$ cat config.mk
export PLATFORM = sky130hd
export DESIGN_NAME = draw_rect_ctl_flat
export DESIGN_NICKNAME = d
export VERILOG_FILES = /design/src/rtl/draw_rect_ctl_if.sv /design/src/rtl/draw_rect_ctl.sv /design/src/flat_wrapper.sv
export SDC_FILE = /design/constraint.sdc
export NUM_CORES = 1
export LEC_CHECK = 0
export BUFFER_PORTS_ARGS = -buffer_cell sky130_fd_sc_hd__buf_4
export CORE_AREA = 2 2 92 94
export DETAILED_ROUTE_END_ITERATION = 8
export DIE_AREA = 0 0 94 96
export PLACE_DENSITY_LB_ADDON = 0.3
export SLEW_MARGIN = 5
export SYNTH_ARGS = -nofsm -noshare
export SYNTH_HDL_FRONTEND = slang
export SYNTH_SLANG_ARGS = --single-unit
$ cat constraint.sdc
create_clock -name clk -period 6.1 [get_ports clk]
set_input_delay 0 -clock clk [delete_from_list [all_inputs] [get_ports clk]]
set_output_delay 0 -clock clk [all_outputs]
set_load 0.05 [all_outputs]
$ cat src/rtl/draw_rect_ctl_if.sv
// draw_rect_ctl_if: mouse/frame-sync inputs and rectangle position outputs.
`default_nettype none

interface draw_rect_ctl_if;
  logic        vsync;
  logic        start;
  logic [11:0] xpos_in;
  logic [11:0] ypos_in;
  logic [11:0] xpos;
  logic [11:0] ypos;
  logic        busy;

  modport master (
    output vsync, start, xpos_in, ypos_in,
    input  xpos, ypos, busy
  );

  modport slave (
    input  vsync, start, xpos_in, ypos_in,
    output xpos, ypos, busy
  );
endinterface

`default_nettype wire

$ cat src/rtl/draw_rect_ctl.sv
// draw_rect_ctl: tracks the mouse in idle, then drops the rectangle with
// per-frame gravity and damped floor bounces. Rev 1.0
`default_nettype none

module draw_rect_ctl #(
  parameter int V_ACTIVE   = 600,
  parameter int RECT_H     = 64,
  parameter int G          = 1,
  parameter int V_MAX      = 63,
  parameter int DAMP_SHIFT = 2,
  parameter int V_MIN      = 2
) (
  input  logic            clk,
  input  logic            rst,
  draw_rect_ctl_if.slave  ctl_bus
);

  localparam logic [11:0] FLOOR = 12'(V_ACTIVE - RECT_H);
  localparam logic [8:0]  G9    = 9'(G);
  localparam logic [7:0]  G8    = 8'(G);
  localparam logic [7:0]  VMAX8 = 8'(V_MAX);
  localparam logic [7:0]  VMIN8 = 8'(V_MIN);

  typedef enum logic [1:0] {
    IDLE = 2'd0,
    FALL = 2'd1,
    RISE = 2'd2,
    DONE = 2'd3
  } state_t;

  state_t      state_q, state_d;
  logic [11:0] xpos_q, xpos_d;
  logic [11:0] ypos_q, ypos_d;
  logic [7:0]  vel_q, vel_d;
  logic        busy_q;
  logic        vsync_q, start_q;

  logic        tick, press;
  logic [8:0]  vn_sum;
  logic [7:0]  vn, reb;
  logic [12:0] yn;

  assign tick  = ctl_bus.vsync & ~vsync_q;
  assign press = ctl_bus.start & ~start_q;

  always_ff @(posedge clk or negedge rst) begin
    if (!rst) begin
      state_q <= IDLE;
      xpos_q  <= '0;
      ypos_q  <= '0;
      vel_q   <= '0;
      busy_q  <= 1'b0;
      vsync_q <= 1'b0;
      start_q <= 1'b0;
    end else begin
      state_q <= state_d;
      xpos_q  <= xpos_d;
      ypos_q  <= ypos_d;
      vel_q   <= vel_d;
      busy_q  <= (state_d != IDLE);
      vsync_q <= ctl_bus.vsync;
      start_q <= ctl_bus.start;
    end
  end

  always_comb begin
    state_d = state_q;
    xpos_d  = xpos_q;
    ypos_d  = ypos_q;
    vel_d   = vel_q;
    vn_sum  = {1'b0, vel_q} + G9;
    vn      = (vn_sum > {1'b0, VMAX8}) ? VMAX8 : vn_sum[7:0];
    reb     = vn - (vn >> DAMP_SHIFT);
    // One bit wider than ypos so a fast drop near the floor cannot wrap.
    yn      = {1'b0, ypos_q} + {5'd0, vn};

    case (state_q)
      IDLE: begin
        xpos_d = ctl_bus.xpos_in;
        ypos_d = ctl_bus.ypos_in;
        if (press) begin
          ypos_d  = (ctl_bus.ypos_in > FLOOR) ? FLOOR : ctl_bus.ypos_in;
          vel_d   = '0;
          state_d = FALL;
        end
      end
      FALL: begin
        if (tick) begin
          if (yn >= {1'b0, FLOOR}) begin
            ypos_d  = FLOOR;
            vel_d   = reb;
            state_d = (reb < VMIN8) ? DONE : RISE;
          end else begin
            ypos_d = yn[11:0];
            vel_d  = vn;
          end
        end
      end
      RISE: begin
        if (tick) begin
          if (vel_q > G8) begin
            ypos_d = (ypos_q >= {4'd0, vel_q}) ? (ypos_q - {4'd0, vel_q}) : '0;
            vel_d  = vel_q - G8;
          end else begin
            vel_d   = '0;
            state_d = FALL;
          end
        end
      end
      DONE: begin
        if (press) state_d = IDLE;
      end
      default: state_d = IDLE;
    endcase
  end

  assign ctl_bus.xpos = xpos_q;
  assign ctl_bus.ypos = ypos_q;
  assign ctl_bus.busy = busy_q;

endmodule

`default_nettype wire
$ cat src/flat_wrapper.sv
// flat-port wrapper written by rule: the top's interface ports become plain ports
module draw_rect_ctl_flat 
#(
  parameter int V_ACTIVE   = 600,
  parameter int RECT_H     = 64,
  parameter int G          = 1,
  parameter int V_MAX      = 63,
  parameter int DAMP_SHIFT = 2,
  parameter int V_MIN      = 2
)
  (clk, rst, ctl_bus_vsync, ctl_bus_start, ctl_bus_xpos_in, ctl_bus_ypos_in, ctl_bus_xpos, ctl_bus_ypos, ctl_bus_busy);
  draw_rect_ctl_if ctl_bus_i ();
  input  logic clk;
  input  logic rst;
  input wire logic [$bits(ctl_bus_i.vsync)-1:0] ctl_bus_vsync;
  input wire logic [$bits(ctl_bus_i.start)-1:0] ctl_bus_start;
  input wire logic [$bits(ctl_bus_i.xpos_in)-1:0] ctl_bus_xpos_in;
  input wire logic [$bits(ctl_bus_i.ypos_in)-1:0] ctl_bus_ypos_in;
  output wire logic [$bits(ctl_bus_i.xpos)-1:0] ctl_bus_xpos;
  output wire logic [$bits(ctl_bus_i.ypos)-1:0] ctl_bus_ypos;
  output wire logic [$bits(ctl_bus_i.busy)-1:0] ctl_bus_busy;
  assign ctl_bus_i.vsync = ctl_bus_vsync;
  assign ctl_bus_i.start = ctl_bus_start;
  assign ctl_bus_i.xpos_in = ctl_bus_xpos_in;
  assign ctl_bus_i.ypos_in = ctl_bus_ypos_in;
  assign ctl_bus_xpos = ctl_bus_i.xpos;
  assign ctl_bus_ypos = ctl_bus_i.ypos;
  assign ctl_bus_busy = ctl_bus_i.busy;
  draw_rect_ctl #(.V_ACTIVE(V_ACTIVE), .RECT_H(RECT_H), .G(G), .V_MAX(V_MAX), .DAMP_SHIFT(DAMP_SHIFT), .V_MIN(V_MIN)) u_core (.clk(clk), .rst(rst), .ctl_bus(ctl_bus_i));
endmodule
== After elaboration in Yosys (flattened, before gate mapping) ==
Cells that the tools add are included.

* Flip-flop bits (word level): 37
* Output and inout port bits: 25

* Add/subtract/negate cells: 5
* Magnitude comparators: 6
* Equality and inequality tests: 7
* Muxes and demuxes: 23
* Bitwise logic cells: 4
* Reductions and logical operators: 5

{| class="wikitable"
|+ Operators with widths
! kind !! count
|-
| $mux 12 || 7
|-
| $mux 8 || 6
|-
| $pmux 12 s3 || 1
|-
| $pmux 8 s3 || 1
|-
| $add 12x8->13 || 1
|-
| $ge 13x10->1 const B || 1
|-
| $ge 12x8->1 || 1
|-
| $gt 12x10->1 const B || 1
|-
| $mux 2 || 6
|-
| $sub 12x8->12 || 1
|-
| $add 8x1->9 const B || 1
|-
| $gt 9x6->1 const B || 1
|-
| $gt 8x1->1 const B || 1
|-
| $lt 8x2->1 const B || 1
|-
| $ne 2x1->1 const B || 4
|-
| $pmux 2 s4 || 1
|-
| $reduce_and 4->1 || 2
|-
| $sub 8x1->8 const B || 1
|-
| $sub 8x6->8 || 1
|-
| $eq 2x2->1 const B || 2
|-
| $reduce_bool 3->1 || 1
|-
| $and 1x1->1 || 2
|-
| $eq 2x1->1 const B || 1
|-
| $logic_not 2->1 || 1
|-
| 3 further kinds || 4
|}

== Logic depth before layout (Yosys ltp) ==
* Word-level depth: 10
* Depth in mapped cells: 20
* Gate-level depth less buffers: 19

== Worst setup path before layout ==
Ideal clock, no wire load.

* Path type: register to register
* Start: register u_core.vel_q[0]
* End: register u_core.ypos_q[1] (netlist: u_core.ctl_bus.ypos[1])
* Setup time: 0.104 ns
* Arrival time: 3.810 ns
* Setup slack: 2.186 ns
* Cell stages (with the launch flop): 17
* Buffers on the path: 0
* Period minus slack after synthesis: 3.914 ns
* Cell sequence: dfrtp_1 > inv_1 > ha_1 > nand4b_1 > nor3_1 > o22ai_1 > a21oi_1 > nor2_1 > nand2_1 > ha_1 > and2_4 > or3_1 > o311a_1 > a22oi_1 > a41oi_2 > or4_1 > a221oi_1

* Word-level cells in the longest chain between the ends: 8

{| class="wikitable"
|+ Ends and longest elaborated chain
! what !! RTL line !! RTL
|-
| start, declared || draw_rect_ctl.sv:34 || <nowiki>logic [7:0] vel_q, vel_d;</nowiki>
|-
| start signal, assigned || draw_rect_ctl.sv:59 || <nowiki>vel_q <= vel_d;</nowiki>
|-
| $add 8x1->9 || draw_rect_ctl.sv:71 || <nowiki>vn_sum = {1'b0, vel_q} + G9;</nowiki>
|-
| $gt 9x6->1 || draw_rect_ctl.sv:72 || <nowiki>vn = (vn_sum > {1'b0, VMAX8}) ? VMAX8 : vn_sum[7:0];</nowiki>
|-
| $mux 8 || draw_rect_ctl.sv:72 ||
|-
| $add 12x8->13 || draw_rect_ctl.sv:75 || <nowiki>yn = {1'b0, ypos_q} + {5'd0, vn};</nowiki>
|-
| $ge 13x10->1 || draw_rect_ctl.sv:89 || <nowiki>if (yn >= {1'b0, FLOOR}) begin</nowiki>
|-
| $mux 12 || draw_rect_ctl.sv:89 ||
|-
| $mux 12 || draw_rect_ctl.sv:88 || <nowiki>if (tick) begin</nowiki>
|-
| $pmux 12 s3 || draw_rect_ctl.sv:77 || <nowiki>case (state_q)</nowiki>
|-
| end signal, assigned || draw_rect_ctl.sv:58 || <nowiki>ypos_q <= ypos_d;</nowiki>
|-
| end, declared || draw_rect_ctl.sv:33 || <nowiki>logic [11:0] ypos_q, ypos_d;</nowiki>
|}

Parallel ways exist; a longest one is shown, timed or not. The select of a mux whose other input is x is not followed.
A chain may end at the register's enable or synchronous reset.

== Final worst setup path ==
* Start: register u_core.vel_q[0]
* End: register u_core.vel_q[0]

* Word-level cells in the longest chain between the ends: 8

{| class="wikitable"
|+ Ends and longest elaborated chain
! what !! RTL line
|-
| $add 8x1->9 || draw_rect_ctl.sv:71
|-
| $gt 9x6->1 || draw_rect_ctl.sv:72
|-
| $mux 8 || draw_rect_ctl.sv:72
|-
| $add 12x8->13 || draw_rect_ctl.sv:75
|-
| $ge 13x10->1 || draw_rect_ctl.sv:89
|-
| $mux 8 || draw_rect_ctl.sv:89
|-
| $mux 8 || draw_rect_ctl.sv:88
|-
| $pmux 8 s3 * || draw_rect_ctl.sv:77
|}

Mark *: on every way between the ends. The rest lies on a longest branch, timed or not. The select of a mux whose other input is x is not followed.

==> out/metrics.csv <==
stage,metric,value,unit
die,io_pins,53,
clock_network,clkSlewWorstSetupHoldPaths,90,ps
place,port_buffers,52,
clock_network,numCtsBuffers,5,
drt,first_pass_iters,8,
synth,synth_top_area_share,26.3,%
critical_path,cp.required,6320,ps
synth,ys_seq_area_share,26.3,%
grt,grt_antenna_before_repair,0,
synth,synth.distinct_cells,67,
synth,async_flop_share,100,%
sta,whs,34.1,ps
critical_path,slowest_stage,dfrtp_1,
critical_path,end_kind,register,
critical_path,cp-start-kind,register,
sta,clock.fmax,205,MHz
synth,synth_top_area_cell,dfrtp_1,
clock_network,clk_latency,300,ps
synth,yosys-top-cells-area,"dfrtp_1, ha_1, nor2_1",
finish,drive_gt1_share,18.1,%
sta,worstMarginPinSlew,858,ps
sta,setup_viol,0,
critical_path,path_buf_inv,1,
status,status,"finished, final reports clean",
critical_path,crit_path_cell_trace,inv_1 -> ha_1 -> nand4b_1 -> nor3_1 -> o22ai_1 -> a21oi_1 -> nor2_1 -> nand2_1 -> ha_1 -> a21oi_1 -> nand2_1 -> a311o_1 -> a22oi_1 -> a41oi_2 -> nor2_4 -> mux2_2 -> o221ai_1,
drt,via_per_inst,5.91,
finish,mostFrequentLayoutCells,"buf_4, nor2_1, dfrtp_1, ha_1, a21oi_1",
grt,grt-ovfl-total,0,
grt,grt_first_pass_wirelength,15800,um
synth,synth_edf_count,0,
die,core-area,8050,um2
finish,layout_commonest_cell,buf_4,
sta,setup-tns-final,0,ps
critical_path,crit_arrival,5080,ps
finish,fin_nets,542,
sta,maxSlewViolCount,0,
die,die_w,94,um
drt,remaining_drc_errors,0,
place,gp_congestion,0.979,
drt,vias,3458,
finish,diodes,0,
synth,synth_flop_cell,dfrtp_1,
sta,fin_worst_skew,9.72,ps
synth,syn_area,3520,um2
grt,grt_max_degree,38,
hold_path,hp-class,input pin to register,
clock_network,cts-root-buf,clkbuf_8,
finish,area_growth,21.2,%
synth,syn_area_per_cell,8.45,um2
die,die_h,96,um
clock_network,clock-sinks,37,
clock_network,cts_max_path_buffers,2,
critical_path,critical_path.top_delay_family,compound AO/OA/AOI/OAI gates,
drt,totalWireLength,9920,um
die,die_area,9020,um2
flow_run,cap_viol_max_count,0,
drt,ant_nets,0,
sta,hold_viol,0,
synth,ys_ff_latch,37,
sta,fin_crit_sh,79.8,%
sta,post-route-min-period,4870,ps
clock_network,cts_tree,done,
synth,ys_warn_count,0,
drt,drtIter0Drc,348,
critical_path,setup.worst_path.class,register to register,
sta,slew_headroom,42.6,%
die,start_util,43.7,%
sta,rsz0062_at_grt,no,
drt,wire_per_inst,17.0,um
clock_network,htreeDepth,2,
sta,layout_setup_ws,1230,ps
place,hpwl,7320,um
clock_network,postCtsSetupBuffers,0,
grt,grt_pass1_vias,3123,
place,dp_slack,1390,ps
die,placement_rows,33,
grt,grt.total_usage,22.4,%
critical_path,max_stage_delay,530,ps
critical_path,path_max_fanout,14,
synth,synth_cells,416,
finish,final_core_util,52.9,%
==> per-layer routing <==
metal	vias up	global-route usage (%)	wire (um)
met5	-	0	0
met4	0	7.73	261
met3	25	2.51	557
met2	153	36.4	4620
met1	1612	31.1	4470
li1	1668	-	-
==> final timing paths <==
kind	start	end	slack, ps	cells after the start
worst max-delay path	u_core.vel_q[0]	u_core.vel_q[0]	1230	17
worst min-delay path	ctl_bus_ypos_in[3]	u_core.ctl_bus.ypos[3]	30	3
worst max register to register	u_core.vel_q[0]	u_core.vel_q[0]	1230	17
worst min register to register	u_core.ctl_bus.xpos[3]	u_core.ctl_bus.xpos[3]	510	1
max in group asynchronous	rst	u_core.ctl_bus.xpos[2]	5560	2
min in group asynchronous	rst	u_core.ctl_bus.ypos[5]	200	2
==> worst reg2reg max path: cells and delay by family, from the launching register on <==
family          cells  cell delay [ps]
flops               1              530
mux                 1              400
fa+ha+maj           2              730
buf+inv             1              160
compound gates      7             1630
simple gates        6             1350
==> state kept, by name, summed over array words and instances, names as in the netlist <==
signal               flops
u_core.ctl_bus.xpos     12
u_core.ctl_bus.ypos     12
u_core.vel_q             8
u_core.state_q           2
u_core.ctl_bus.busy      1
u_core.start_q           1
u_core.vsync_q           1
==> cell families (layout without fill, tap and decap cells) <==
family                   Yosys count  count (layout)  synth area share, %
AND/OR/NAND/NOR                  138             138                 20.0
AO/OA/AOI/OAI                    120             120                 24.1
buffers and inverters             45             107                 5.37
flip-flops                        37              37                 26.3
adder cells (fa/ha/maj)           35              35                 13.1
multiplexers                      20              20                 6.16
XOR/XNOR                          19              19                 4.73
other                              2               4                0.214
==> cells in the mapped netlist (4+ instances only) <==
master	count
nor2_1	40
dfrtp_1	37
ha_1	32
a21oi_1	29
inv_1	28
nand2_1	25
o21ai_0	20
mux2_2	13
nand3_1	13
nor3_1	12
clkbuf_1	10
xnor2_1	10
xor2_1	9
a21o_1	8
nand2b_1	8
mux2i_1	7
a221oi_1	6
nand4_1	6
nor2b_1	6
nor4_1	6
a2111oi_0	4
a211oi_1	4
a31oi_1	4
o21a_1	4
o221ai_1	4
o31ai_1	4
==> stage by stage <==
| step | area (um2) | instances |
|---|---|---|
| global placement | 3980 | 560 |
| CTS | 4260 | 585 |
| global route | 4260 | 585 |
| floorplan | 3520 | 418 |
| detailed placement | 3980 | 560 |
| finish | 4260 | 585 |
==> timing repair <==
action                    in CTS  in global routing
hold buffers                  17                  0
gates resized for setup        0                  0
hold endpoints to repair      53                  0
==> cell type report <==
cell class / instances / area, um2
fill: 725 / 3790
multi-input combinational: 336 / 2410
sequential: 37 / 926
timing repair buffer: 71 / 576
tap: 105 / 131
inverter: 28 / 105
clock buffer: 5 / 68.8
clock inverter: 3 / 46.3
Power is left out: the tool's default activity adds up to more than one toggle a clock period on the data nets, which glitch-free logic cannot reach.
